[src/rtl/imem_loader.sv]
// Framed byte-stream loader: assembles little-endian words, writes them to imem
// sequentially, and holds the core in reset until the frame checksum verifies.
module imem_loader #(
  parameter int MEM_DEPTH_WORDS = 4096,
  parameter int CNT_W           = 16
) (
  input  logic        clk,
  input  logic        rst_n,
  input  logic        start,
  input  logic        byte_valid,
  input  logic [7:0]  byte_data,
  output logic        byte_ready,
  output logic        wr_en,
  output logic [31:0] wr_addr,
  output logic [31:0] wr_data,
  output logic        cpu_rst_n,
  output logic        busy,
  output logic        done,
  output logic        error
);

  typedef enum logic [2:0] {
    IDLE   = 3'd0,
    LEN_LO = 3'd1,
    LEN_HI = 3'd2,
    DATA   = 3'd3,
    CHECK  = 3'd4,
    DONE   = 3'd5,
    ERR    = 3'd6
  } state_e;

  state_e             state_q, state_d;
  logic [CNT_W-1:0]   len_q, len_d;
  logic [CNT_W-1:0]   idx_q, idx_d;
  logic [1:0]         lane_q, lane_d;
  logic [23:0]        part_q, part_d;
  logic [7:0]         csum_q, csum_d;
  logic               wr_en_q, wr_en_d;
  logic [31:0]        wr_addr_q, wr_addr_d;
  logic [31:0]        wr_data_q, wr_data_d;

  logic               xfer;
  logic [CNT_W-1:0]   len_new;
  logic [31:0]        len_ext;

  assign busy       = (state_q == LEN_LO) || (state_q == LEN_HI) ||
                      (state_q == DATA)   || (state_q == CHECK);
  assign byte_ready = busy;
  assign xfer       = byte_valid && byte_ready;
  assign cpu_rst_n  = (state_q == IDLE) || (state_q == DONE);
  assign done       = (state_q == DONE);
  assign error      = (state_q == ERR);
  assign wr_en      = wr_en_q;
  assign wr_addr    = wr_addr_q;
  assign wr_data    = wr_data_q;

  // Full word count as it becomes known on the LEN_HI byte.
  assign len_new = CNT_W'({byte_data, len_q[7:0]});
  assign len_ext = 32'(len_new);

  always_ff @(posedge clk) begin
    if (!rst_n) begin
      state_q   <= IDLE;
      len_q     <= '0;
      idx_q     <= '0;
      lane_q    <= '0;
      part_q    <= '0;
      csum_q    <= '0;
      wr_en_q   <= 1'b0;
      wr_addr_q <= '0;
      wr_data_q <= '0;
    end else begin
      state_q   <= state_d;
      len_q     <= len_d;
      idx_q     <= idx_d;
      lane_q    <= lane_d;
      part_q    <= part_d;
      csum_q    <= csum_d;
      wr_en_q   <= wr_en_d;
      wr_addr_q <= wr_addr_d;
      wr_data_q <= wr_data_d;
    end
  end

  always_comb begin
    state_d   = state_q;
    len_d     = len_q;
    idx_d     = idx_q;
    lane_d    = lane_q;
    part_d    = part_q;
    csum_d    = csum_q;
    wr_en_d   = 1'b0;
    wr_addr_d = wr_addr_q;
    wr_data_d = wr_data_q;

    case (state_q)
      IDLE, DONE, ERR: begin
        if (start) begin
          state_d = LEN_LO;
          idx_d   = '0;
          lane_d  = '0;
          csum_d  = '0;
        end
      end
      LEN_LO: begin
        if (xfer) begin
          len_d   = CNT_W'(byte_data);
          state_d = LEN_HI;
        end
      end
      LEN_HI: begin
        if (xfer) begin
          len_d = len_new;
          if (len_ext > 32'(MEM_DEPTH_WORDS)) begin
            state_d = ERR;
          end else if (len_new == '0) begin
            state_d = CHECK;
          end else begin
            state_d = DATA;
          end
        end
      end
      DATA: begin
        if (xfer) begin
          csum_d = csum_q ^ byte_data;
          lane_d = lane_q + 2'd1;
          case (lane_q)
            2'd0: part_d[7:0]   = byte_data;
            2'd1: part_d[15:8]  = byte_data;
            2'd2: part_d[23:16] = byte_data;
            default: begin
              // Lane 3 completes the word; it is written on the following cycle.
              wr_en_d   = 1'b1;
              wr_data_d = {byte_data, part_q};
              wr_addr_d = 32'({idx_q, 2'b00});
              idx_d     = idx_q + CNT_W'(1);
              if (idx_q == len_q - CNT_W'(1)) begin
                state_d = CHECK;
              end
            end
          endcase
        end
      end
      CHECK: begin
        if (xfer) begin
          state_d = (byte_data == csum_q) ? DONE : ERR;
        end
      end
      default: state_d = IDLE;
    endcase
  end

endmodule

[config.mk]
export PLATFORM = sky130hd
export DESIGN_NAME = imem_loader
export DESIGN_NICKNAME = d
export VERILOG_FILES = /design/src/rtl/imem_loader.sv
export SDC_FILE = /design/constraint.sdc
export NUM_CORES = 1
export LEC_CHECK = 0
export BUFFER_PORTS_ARGS = -buffer_cell sky130_fd_sc_hd__buf_2
export CAP_MARGIN = 0
export CORE_MARGIN = 4
export CORE_UTILIZATION = 50
export DETAILED_ROUTE_END_ITERATION = 10
export GPL_ROUTABILITY_DRIVEN = 0
export MAX_ROUTING_LAYER = met4
export PLACE_DENSITY = 0.74
export SLEW_MARGIN = 15
export SYNTH_ARGS = -nofsm -noshare
export SYNTH_HDL_FRONTEND = slang
export SYNTH_SLANG_ARGS = --single-unit
[constraint.sdc]
create_clock -name clk -period 2.15 [get_ports clk]
set_input_delay 0.215 -clock clk [delete_from_list [all_inputs] [get_ports clk]]
set_output_delay 0.215 -clock clk [all_outputs]
set_load 0.02 [all_outputs]
Word-level counts from Yosys, hierarchy flattened
Cells that the tools add are included.
- $add $sub $neg: 3
- $lt $le $gt $ge: 1
- equal/unequal tests: 17
- mux-type cells: 25
- bitwise operators: 3
- reduce and logical (&&, ||, !) cells: 22
- operators by type and width (cell ; number):
    $mux W16 ; 5
    $pmux W16 S2 ; 2
    $mux W3 ; 9
    $reduce_and A3 Y1 ; 8
    $add A16 B1 Y16 const B ; 1
    $eq A16 B16 Y1 ; 1
    $gt A16 B13 Y1 const B ; 1
    $logic_not A16 Y1 ; 1
    $mux W8 ; 2
    $pmux W8 S2 ; 1
    $sub A16 B1 Y16 const B ; 1
    $pmux W3 S5 ; 1
    $ne A2 B2 Y1 const B ; 6
    $eq A3 B3 Y1 const B ; 3
    $eq A8 B8 Y1 ; 1
    $xor A8 B8 Y8 ; 1
    $reduce_and A7 Y1 ; 1
    $eq A3 B2 Y1 const B ; 2
    $mux W2 ; 3
    $reduce_or A3 Y1 ; 2
    $logic_or A1 B1 Y1 ; 4
    $pmux W2 S2 ; 1
    $reduce_and A4 Y1 ; 1
    $reduce_bool A2 Y1 ; 2
    other kinds (10) ; 11
- register bits after elaboration: 118
- input port bits: 12
- output and inout port bits: 70
- word-level logic and storage cells: 83

Longest topological paths before layout
Gate-level depths: netlist of the first run.
- depth after elaboration: 7
- mapped depth: 9
- gate-level depth less buffers: 9

Worst setup path before layout of the first run
OpenSTA, ideal clock, no wires.
- path type: reg2reg
- start point: register len_q[0]
- end point: register state_q[1]
- setup time: 0.119 ns
- arrival time: 2.050 ns
- required time: 2.031 ns
- setup slack: -0.019 ns
- stages on the path, launching flop included: 10
- path buffers: 0
- period minus slack after synthesis: 2.169 ns
- path through: dfxtp_1 inv_1 ha_1 or4b_1 nor4_1 a211oi_1 o2bb2ai_1 nor4_2 nor2_1 o221a_1
- word-level cells in the longest chain between the ends: 5
- elaborated cells between the ends (all ways): 10
- those cells by class: add/sub: 1; order compare: 1; eq/ne: 2; mux: 4; reduce/logical: 2
- ends and longest elaborated chain (item ; line ; source):
    start, declared ; 33 ; logic [CNT_W-1:0] len_q, len_d;
    start signal, assigned ; 74 ; len_q <= len_d;
    parallel branches: the longest is 5 deep, another holds $sub A16 B1 Y16 ; -- ;
    end signal, assigned ; 73 ; state_q <= state_d;
    end, declared ; 32 ; state_e state_q, state_d;
Several ways; the timed one is not identified. The select of a mux whose other input is x is not followed.
A chain may end at the register's enable or synchronous reset.

Worst setup path after layout of the first run
- start point: register len_q[1]
- end point: register state_q[1]
The elaborated chain is that of the path after synthesis.

==> results of run 1 <==
[metal layers]
layer,wire length [µm],up-vias,global-route usage
met3,711,44,0.0468
met5,0,-,-
met4,311,0,0.103
met2,7090,165,0.368
met1,6260,2442,0.271
li1,-,2516,-
[final timing paths]
path                       startpoint                  endpoint  slack (ns)  cells past startpoint
min                      byte_data[7]  wr_data[31]$_SDFFE_PN0P_        0.19                      3
max reg2reg     len_q[1]$_SDFFE_PN0P_   state_q[1]$_SDFFE_PN0P_       -0.07                     11
min reg2reg  wr_addr[15]$_SDFFE_PN0P_  wr_addr[15]$_SDFFE_PN0P_        0.45                      2
max             len_q[1]$_SDFFE_PN0P_   state_q[1]$_SDFFE_PN0P_       -0.07                     11
[critical path: cells and delay by family (launching register included)]
kind	cells	cell delay, ns
and+or+nand+nor	3	0.43
buffers and inverters	3	0.40
AOI/OAI and AO/OA	4	0.77
adders and majority gates	1	0.17
DFF	1	0.34
[layout by cell type, fill, tap and decap left out, types with 2 or more instances in the layout]
cell type	synthesis	layout
conb_1	1	16
a21boi_0	81	81
bufinv_16	0	5
nor3_1	5	5
xnor2_1	25	25
and3_1	10	9
nor4_1	6	4
dfxtp_1	118	114
clkinv_4	0	3
or4_1	3	3
buf_4	19	43
or3_1	4	4
xor2_1	15	15
o21ai_0	18	17
nand2b_1	2	2
nand3_1	35	35
nor3_2	2	2
nor4_2	1	3
a22oi_1	8	8
inv_1	13	11
dfxtp_2	0	4
nor2b_1	21	21
a21oi_1	14	14
inv_2	0	2
ha_1	7	6
nor2_1	37	36
o211a_1	2	2
and4_1	2	2
buf_2	4	65
nand2_1	162	162
and2_1	5	5
o21a_1	2	2
o211ai_1	2	2
clkinv_2	0	3
clkinvlp_4	0	2
nand4_1	10	10
clkbuf_16	0	17
a31oi_1	2	2
[layout make-up]
class	instances	area, µm²
clock buffer	18	429
clock inverter	13	206
fill	933	4020
inverter	14	52.6
multi-input combinational	525	3120
sequential	118	2370
tap	140	175
timing repair buffer	109	659
[cells by family (layout without fill, tap and decap cells)]
kind of cell,after synthesis,after routing,synth area share
AOI/OAI and AO/OA,145,145,0.179
xor gates and xnor gates,41,41,0.0656
adders and majority gates,7,7,0.0153
buffers and inverters,80,154,0.0656
DFF,118,118,0.412
muxes,1,1,0.00174
other,1,16,0.000654
and+or+nand+nor,315,315,0.260
[through the flow]
step	setup slack [ns]	TNS, ns
2_1_floorplan	0.0125	0
3_3_place_gp	-0.0594	-0.0697
3_5_place_dp	-0.135	-0.278
4_1_cts	-0.0210	-0.0210
5_1_grt	-0.139	-0.297
6_report	-0.0715	-0.109
[power by group]
part | total [µW] | internal (µW) | switching, µW | leakage, µW
Sequential | 2360 | 2260 | 99.0 | 0.000953
Clock | 3030 | 2040 | 988 | 0.000306
Combinational | 1530 | 644 | 888 | 0.00148
Total | 6920 | 4950 | 1980 | 0.00274
[registers in the layout, summed over array words and instances (netlist names)]
name     count
csum_q       8
idx_q       16
lane_q       2
len_q       16
part_q      24
state_q      3
wr_addr     16
wr_data     32
wr_en        1
[repair_timing]
action	in CTS	in global routing
setup endpoints to repair	3	16
gates resized for setup	10	9
pin swaps	5	4
setup buffers	1	1
==> reports/qor.csv, run 1 <==
stage,metric,value,unit
run_status,outcome,"finished, violations left",
run_status,violations,setup timing,
power,leakagePower,0.00274,µW
logic_synthesis,synth_ff_type,dfxtp_1,
routing,antenna_left,0,
logic_synthesis,synth-edff-count,0,
global_routing,grtUsageTotal,0.227,
layout,instances_no_fill,937,
logic_synthesis,synth_top_area_cell,dfxtp_1,
min_path,hold_path_class,in2reg,
placed_design,place_area,0.00630,mm²
setup_path,cpPeakStageDelay,0.34,ns
placed_design,portBuffers,65,
logic_synthesis,yosys-top-cells-area,"dfxtp_1 (41%), a21boi_0 (11%), nand2_1 (11%), xnor2_1 (3.8%), nand3_1 (3.1%)",
timing,fmax,0.450,GHz
routing,drt_wl_total,14400,µm
global_routing,grt_max_degree,48,
timing,setup_viol,2,
logic_synthesis,synth_area,0.00574,mm²
timing,slew-limit-headroom,0.506,
global_routing,grt_pass1_wl,23300,µm
clock_network,clock-sinks,118,
routing,drt_iter0_drc,270,
routing,firstDrtPassIters,5,
global_routing,grt_pass1_vias,4944,
timing,fin_crit,2.22,ns
logic_synthesis,synth_area_per_cell,8.10,µm²
setup_path,cp_max_fo,6,
timing,slew_viol_final,0,
setup_path,start_kind,flip-flop,
setup_path,cpMostUsedCell,buf_4,
timing,rsz0062_at_grt,yes,
clock_network,cts_root_buf,clkbuf_16,
timing,fin_skew,0.00504,ns
global_routing,antenna_found_initial,0,
clock_network,postCtsHoldBufs,0,
timing,hold-worst-slack,0.187,ns
clock_network,htree_levels,4,
job,drv_cap,0,
logic_synthesis,synth-seq-cells,118,
routing,vias,5167,
timing,min_period_over_period,1.03,
power,powerDensity,987,mW/mm²
floorplan,core,0.0110,mm²
timing,hold_viol_final,0,
floorplan,rows,38,
clock_network,worstSkewPairLatency,0.41,ns
clock_network,cts_tree,built,
layout,design_area,0.00701,mm²
logic_synthesis,yosysWarningCount,0,
logic_synthesis,synth_async_sr_flop_share,0,
routing,drc_errors,0,
floorplan,die_x,115,µm
timing,setup_slack,-0.0715,ns
layout,fin_util,0.636,
global_routing,grt-ovfl-total,0,
setup_path,path_cells,inv_2 > ha_4 > nor4b_4 > buf_4 > a31o_4 > a211oi_2 > o32ai_2 > nor4_2 > buf_4 > nor2_4 > o221a_1,
clock_network,cts_buffers,17,
power,peakVddDrop,548,µV
power,total_power,6920,µW
clock_network,clockBufferDepth,2,
floorplan,die_area,0.0133,mm²
setup_path,crit_arrival,2.52,ns
timing,tightest_slew,0.734,ns
clock_network,clk_pin_slew,0.05,ns
logic_synthesis,yosysMostFrequentCell,nand2_1,
layout,diodes,0,
logic_synthesis,synth_commonest_cells,"nand2_1 (162), dfxtp_1 (118), a21boi_0 (81)",
placed_design,dp_hpwl,9640,µm
floorplan,die_y,115,µm
logic_synthesis,synthCells,708,
setup_path,critPathCaptureType,flip-flop,
setup_path,timing_worst_setup_path_type,reg2reg,
layout,final_layout_size_suffix_gt1_frac,0.205,
floorplan,start_util,0.520,
routing,detail_route.wl_per_cell,15.3,µm
logic_synthesis,ys_types,60,
layout,syn2layout_area_growth,22.2,%
setup_path,worstPathRequired,2.45,ns
setup_path,crit_slowest_cell,dfxtp_2,
routing,vias_per_cell,5.51,
logic_synthesis,yosys.area.top_type_share,0.412,
placed_design,placedCellCount,905,
layout,nNetsFinal,804,
floorplan,io_pins,82,
logic_synthesis,ys_seq_area_frac,0.412,
Power figures use the tool's default switching activity.
==> inputs of run 2 (changes only) <==
Settings changed: PLACE_DENSITY 0.74 to 0.71, SETUP_SLACK_MARGIN set to 0.4.
Clock period 2.15 ns to 2.2 ns, I/O delays scaled along.
==> run 2 against run 1 <==
Effect of this change:
- the run still ends with setup timing left
- cell area rose by 0.89%
- count of clock-buffer cells in the layout grew 1
- combinational power is essentially flat
- clock skew is 0.0022 ns higher
- non-clock buffer count down 3
- maximum frequency decreased by 3.2%
- clock power decreased by 8.3%
==> reports/qor.csv, run 2 (synthesis gave the netlist of run 1 again) <==
stage,metric,value,unit
run_status,outcome,"finished, violations left",
run_status,violations,setup timing,
timing,slew_viol_final,0,
timing,slew-limit-headroom,0.584,
clock_network,worstSkewPairLatency,0.42,ns
timing,fmax,0.436,GHz
layout,largest_reg_flops,32,
setup_path,critPathCaptureType,flip-flop,
placed_design,portBuffers,65,
floorplan,rows,38,
layout,final_common_cell,nand2_1,
timing,tightest_slew,0.619,ns
timing,hold-worst-slack,0.203,ns
routing,detail_route.wl_per_cell,15.5,µm
setup_path,r2r_slack,-0.1,ns
layout,nNetsFinal,802,
timing,hold_viol_final,0,
layout,diodes,0,
timing,setup_viol,3,
routing,antenna_left,0,
power,peakVddDrop,575,µV
power,powerDensity,938,mW/mm²
setup_path,start_kind,flip-flop,
clock_network,clock-sinks,118,
routing,drt_wl_total,14500,µm
clock_network,htree_levels,4,
floorplan,die_x,115,µm
timing,setup_slack,-0.0952,ns
timing,fin_skew,0.00722,ns
floorplan,core,0.0110,mm²
placed_design,dp_hpwl,9640,µm
layout,ff_latch_area,0.00237,mm²
layout,most-common-layout-cells,"nand2_1 (159), dfxtp_1 (114), a21boi_0 (81)",
global_routing,grtUsageTotal,0.227,
layout,fin_util,0.642,
setup_path,timing_worst_setup_path_type,reg2reg,
floorplan,die_area,0.0133,mm²
timing,tns,-0.179,ns
job,drv_cap,0,
routing,vias_per_cell,5.44,
global_routing,grt_max_degree,49,
floorplan,start_util,0.520,
global_routing,grt_pass1_vias,4870,
global_routing,grt_pass1_wl,23300,µm
floorplan,io_pins,82,
layout,fillers,915,
floorplan,die_y,115,µm
global_routing,grt-ovfl-total,0,
clock_network,cts_tree,built,
layout,syn2layout_area_growth,23.3,%
setup_path,worstPathRequired,2.51,ns
timing,min_period_over_period,1.04,
layout,final_layout_size_suffix_gt1_frac,0.222,
power,leakagePower,0.00275,µW
layout,multiInputGateArea,0.00321,mm²
routing,firstDrtPassIters,5,
clock_network,clockBufferDepth,2,
clock_network,cts_root_buf,clkbuf_16,
timing,fin_crit,2.30,ns
routing,drc_errors,0,
setup_path,crit_arrival,2.60,ns
timing,rsz0062_at_grt,yes,
layout,design_area,0.00708,mm²
routing,vias,5096,
placed_design,place_area,0.00621,mm²
global_routing,antenna_found_initial,0,
setup_path,cp_max_fo,3,
clock_network,clk_pin_slew,0.06,ns
min_path,hold_path_class,in2reg,
placed_design,dp_slack,-0.103,ns
routing,drt_iter0_drc,280,
clock_network,cts_buffers,17,
==> run 2: power by group <==
part	internal (µW)	leakage, µW	switching, µW
registers	2210	0.000953	102
clock network	1740	0.000283	1040
logic	652	0.00152	895
total	4600	0.00275	2040
==> run 2: worst max-delay path: stages (launching register included) <==
cell and delay [ns]:
dfxtp_4 0.35, buf_4 0.15, buf_4 0.13, nor3_1 0.26, o211ai_1 0.13, a221oi_1 0.29
nand4_1 0.15, nor4_2 0.28, buf_4 0.18, nor2_4 0.04, o221a_1 0.22
==> run 2: timing repair <==
action	in CTS	in global routing
hold endpoints to repair	0	0
pin swaps	9	7
hold buffers	0	0
setup endpoints to repair	75	77
buffers inserted	8	6
cloned	0	1
gates resized for setup	13	25
==> run 2: final cells by class <==
cell class / count / area share
inverters: 14 / 0.00778
flip-flops and latches: 118 / 0.335
clock inverters: 13 / 0.0209
well taps: 140 / 0.0248
clock buffers: 19 / 0.0640
repair buffers: 106 / 0.0935
multi-input cells: 526 / 0.454
==> run 2: final timing paths <==
path                                                from                  endpoint  cells past startpoint
worst min-delay path                        byte_data[6]     len_q[6]$_SDFFE_PN0P_                      3
worst min register to register  wr_addr[11]$_SDFFE_PN0P_  wr_addr[11]$_SDFFE_PN0P_                      2
worst max register to register     len_q[0]$_SDFFE_PN0P_   state_q[1]$_SDFFE_PN0P_                     10
worst max-delay path               len_q[0]$_SDFFE_PN0P_   state_q[1]$_SDFFE_PN0P_                     10
==> run 2: stage by stage <==
stage,total power [µW],cells
6_report,6640,936
5_1_grt,6910,936
4_1_cts,6500,929
3_5_place_dp,3660,889
3_3_place_gp,3620,889
2_1_floorplan,3390,723
==> run 2: layer usage <==
| metal | vias to the layer above | part of all wire | track usage |
|---|---|---|---|
| met5 | - | 0 | - |
| met2 | 140 | 0.49 | 0.365 |
| met4 | 0 | 0.016 | 0.0767 |
| li1 | 2509 | - | - |
| met1 | 2418 | 0.43 | 0.276 |
| met3 | 29 | 0.059 | 0.0595 |
==> inputs of run 3 (changes only) <==
Clock period 2.2 ns to 2.6 ns, I/O delays scaled along.
==> run 3 against run 2 <==
Effect of this change:
- the flow now finishes without violations
- sequential share of layout area increased by 0.92 points
- clock skew increased by 0.0030 ns
- utilization decreased by 1.7 points
- via count decreased by 1.1%
- die area unchanged
- non-clock buffer count decreased by 20
- routed wire length decreased by 1.4%
- critical path depth decreased by 1
- setup slack improved by 0.42 ns
==> reports/qor.csv, run 3 (synthesis gave the netlist of run 1 again) <==
stage,metric,value,unit
layout,design_area,0.00689,mm²
layout,final_common_cell,nand2_1,
setup_path,r2r-start,len_q[5]$_SDFFE_PN0P_,
placed_design,place_area,0.00605,mm²
setup_path,r2r_end,state_q[1]$_SDFFE_PN0P_,
routing,antenna_left,0,
routing,drc_errors,0,
setup_path,crit_slowest_cell,dfxtp_1,
power,netSwitchingPower,1620,µW
routing,vias,5042,
placed_design,dp_hpwl,9350,µm
floorplan,die_area,0.0133,mm²
setup_path,start_kind,flip-flop,
power,switching_share,0.284,
layout,multiInputGateArea,0.00317,mm²
floorplan,start_util,0.520,
setup_path,critPathCaptureType,flip-flop,
floorplan,die_y,115,µm
layout,largest_reg_flops,32,
clock_network,cts_tree,built,
clock_network,cts_buffers,17,
power,clkPwrFrac,0.442,
timing,slew-limit-headroom,0.611,
layout,nNetsFinal,781,
job,drv_cap,0,
floorplan,die_x,115,µm
setup_path,cp_max_fo,7,
setup_path,critPathTopFamily,simple AND/OR/NAND/NOR gates,
layout,diodes,0,
layout,fillers,942,
timing,setup_viol,0,
routing,detail_route.wl_per_cell,15.6,µm
layout,final_layout_size_suffix_gt1_frac,0.181,
placed_design,placedCellCount,873,
min_path,hp-start,byte_data[1],
min_path,worst_hold_path.endpoint,len_q[1]$_SDFFE_PN0P_,
setup_path,crit_buf_inv,2,
power,peakVddDrop,658,µV
timing,slew_viol_final,0,
min_path,hold-path-cell-count,3,
setup_path,r2r_slack,0.32,ns
floorplan,core,0.0110,mm²
global_routing,grt_pass1_wl,22300,µm
setup_path,crit_arrival,2.57,ns
clock_network,clock-sinks,118,
clock_network,clockBufferDepth,2,
setup_path,r2r_cells,9,
timing,fmax,0.439,GHz
global_routing,antenna_found_initial,0,
layout,most-common-layout-cells,"nand2_1 (162), dfxtp_1 (114), a21boi_0 (81)",
setup_path,worstPathRequired,2.89,ns
timing,hold-worst-slack,0.237,ns
clock_network,worstSkewPairLatency,0.41,ns
timing,fin_skew,0.0102,ns
clock_network,htree_levels,4,
power,total_power,5710,µW
routing,vias_per_cell,5.51,
timing,tns,0,ns
power,combinationalPowerShare,0.210,
run_status,outcome,"complete, no violations",
power,powerDensity,828,mW/mm²
global_routing,grt_pass1_vias,4646,
setup_path,timing_worst_setup_path_type,reg2reg,
clock_network,clk_pin_slew,0.05,ns
timing,min_period_over_period,0.877,
routing,drt_wl_total,14300,µm
routing,firstDrtPassIters,5,
setup_path,path_cells,nor3_4 > buf_4 > nand3_1 > nor4_2 > o32ai_4 > nor4_2 > buf_4 > nor2_4 > o221a_1,
floorplan,io_pins,82,
global_routing,grt-ovfl-total,0,
min_path,hold_path_class,in2reg,
routing,drt_iter0_drc,340,
global_routing,grtUsageTotal,0.219,
clock_network,cts_root_buf,clkbuf_16,
timing,rsz0062_at_grt,yes,
timing,fin_crit,2.28,ns
setup_path,cpPeakStageDelay,0.47,ns
timing,hold_viol_final,0,
power,p_int,4090,µW
global_routing,grt_max_degree,49,
setup_path,cp.depth,9,
power,leakagePower,0.00265,µW
layout,syn2layout_area_growth,20.1,%
layout,instances_no_fill,915,
placed_design,portBuffers,65,
floorplan,rows,38,
timing,tightest_slew,0.584,ns
power,seq_power_share,0.348,
layout,ff_latch_area,0.00237,mm²
clock_network,postCtsHoldBufs,0,
## run 3: cell type report
class / instances / share of cell area
repair buffers: 86 / 0.0701
inverters: 14 / 0.00889
multi-input cells: 525 / 0.460
flip-flops and latches: 118 / 0.344
clock buffers: 23 / 0.0664
well taps: 140 / 0.0254
clock inverters: 9 / 0.0252
## run 3: worst max path at each step
stage	start	end	slack (ns)
final	len_q[5]$_SDFFE_PN0P_	state_q[1]$_SDFFE_PN0P_	0.32
after global routing	len_q[5]$_SDFFE_PN0P_	state_q[1]$_SDFFE_PN0P_	0.21
after CTS	len_q[0]$_SDFFE_PN0P_	state_q[1]$_SDFFE_PN0P_	0.35
after detailed placement	len_q[0]$_SDFFE_PN0P_	state_q[1]$_SDFFE_PN0P_	0.06
after global placement	len_q[0]$_SDFFE_PN0P_	state_q[1]$_SDFFE_PN0P_	0.20
after floorplan	len_q[0]$_SDFFE_PN0P_	state_q[1]$_SDFFE_PN0P_	0.43
## run 3: what timing repair did
action	CTS	global route
setup endpoints to repair	7	48
cloned	0	0
buffers inserted	1	9
pin swaps	3	9
gates resized for setup	11	20
## run 3: per-stage QoR
stage,setup slack (ns),utilization
final,0.321,0.625
after global routing,0.215,0.625
after CTS,0.345,0.611
after detailed placement,0.0619,0.549
after global placement,0.195,0.549
after floorplan,0.431,-
## run 3: metal layers
layer / GRT usage / part of all wire / up-vias
met3: 0.0526 / 0.053 / 24
met2: 0.355 / 0.50 / 168
met5: - / 0 / -
li1: - / - / 2476
met1: 0.266 / 0.43 / 2374
met4: 0.0790 / 0.017 / 0
## run 3: worst register-to-register path: cells and delay by family (launching register included)
family	cells	cell delay (ns)
AOI/OAI and AO/OA	2	0.35
buffers and inverters	2	0.38
and+or+nand+nor	5	0.96
DFF	1	0.47
## run 3: power groups by stage
stage          clock network, µW  registers [µW]  logic [µW]
3_3_place_gp                   0            2000        1000
5_1_grt                     2640            2000        1310
2_1_floorplan                  0            1950         897
3_5_place_dp                   0            2000        1030
4_1_cts                     2560            1970        1060
6_report                    2520            1990        1200
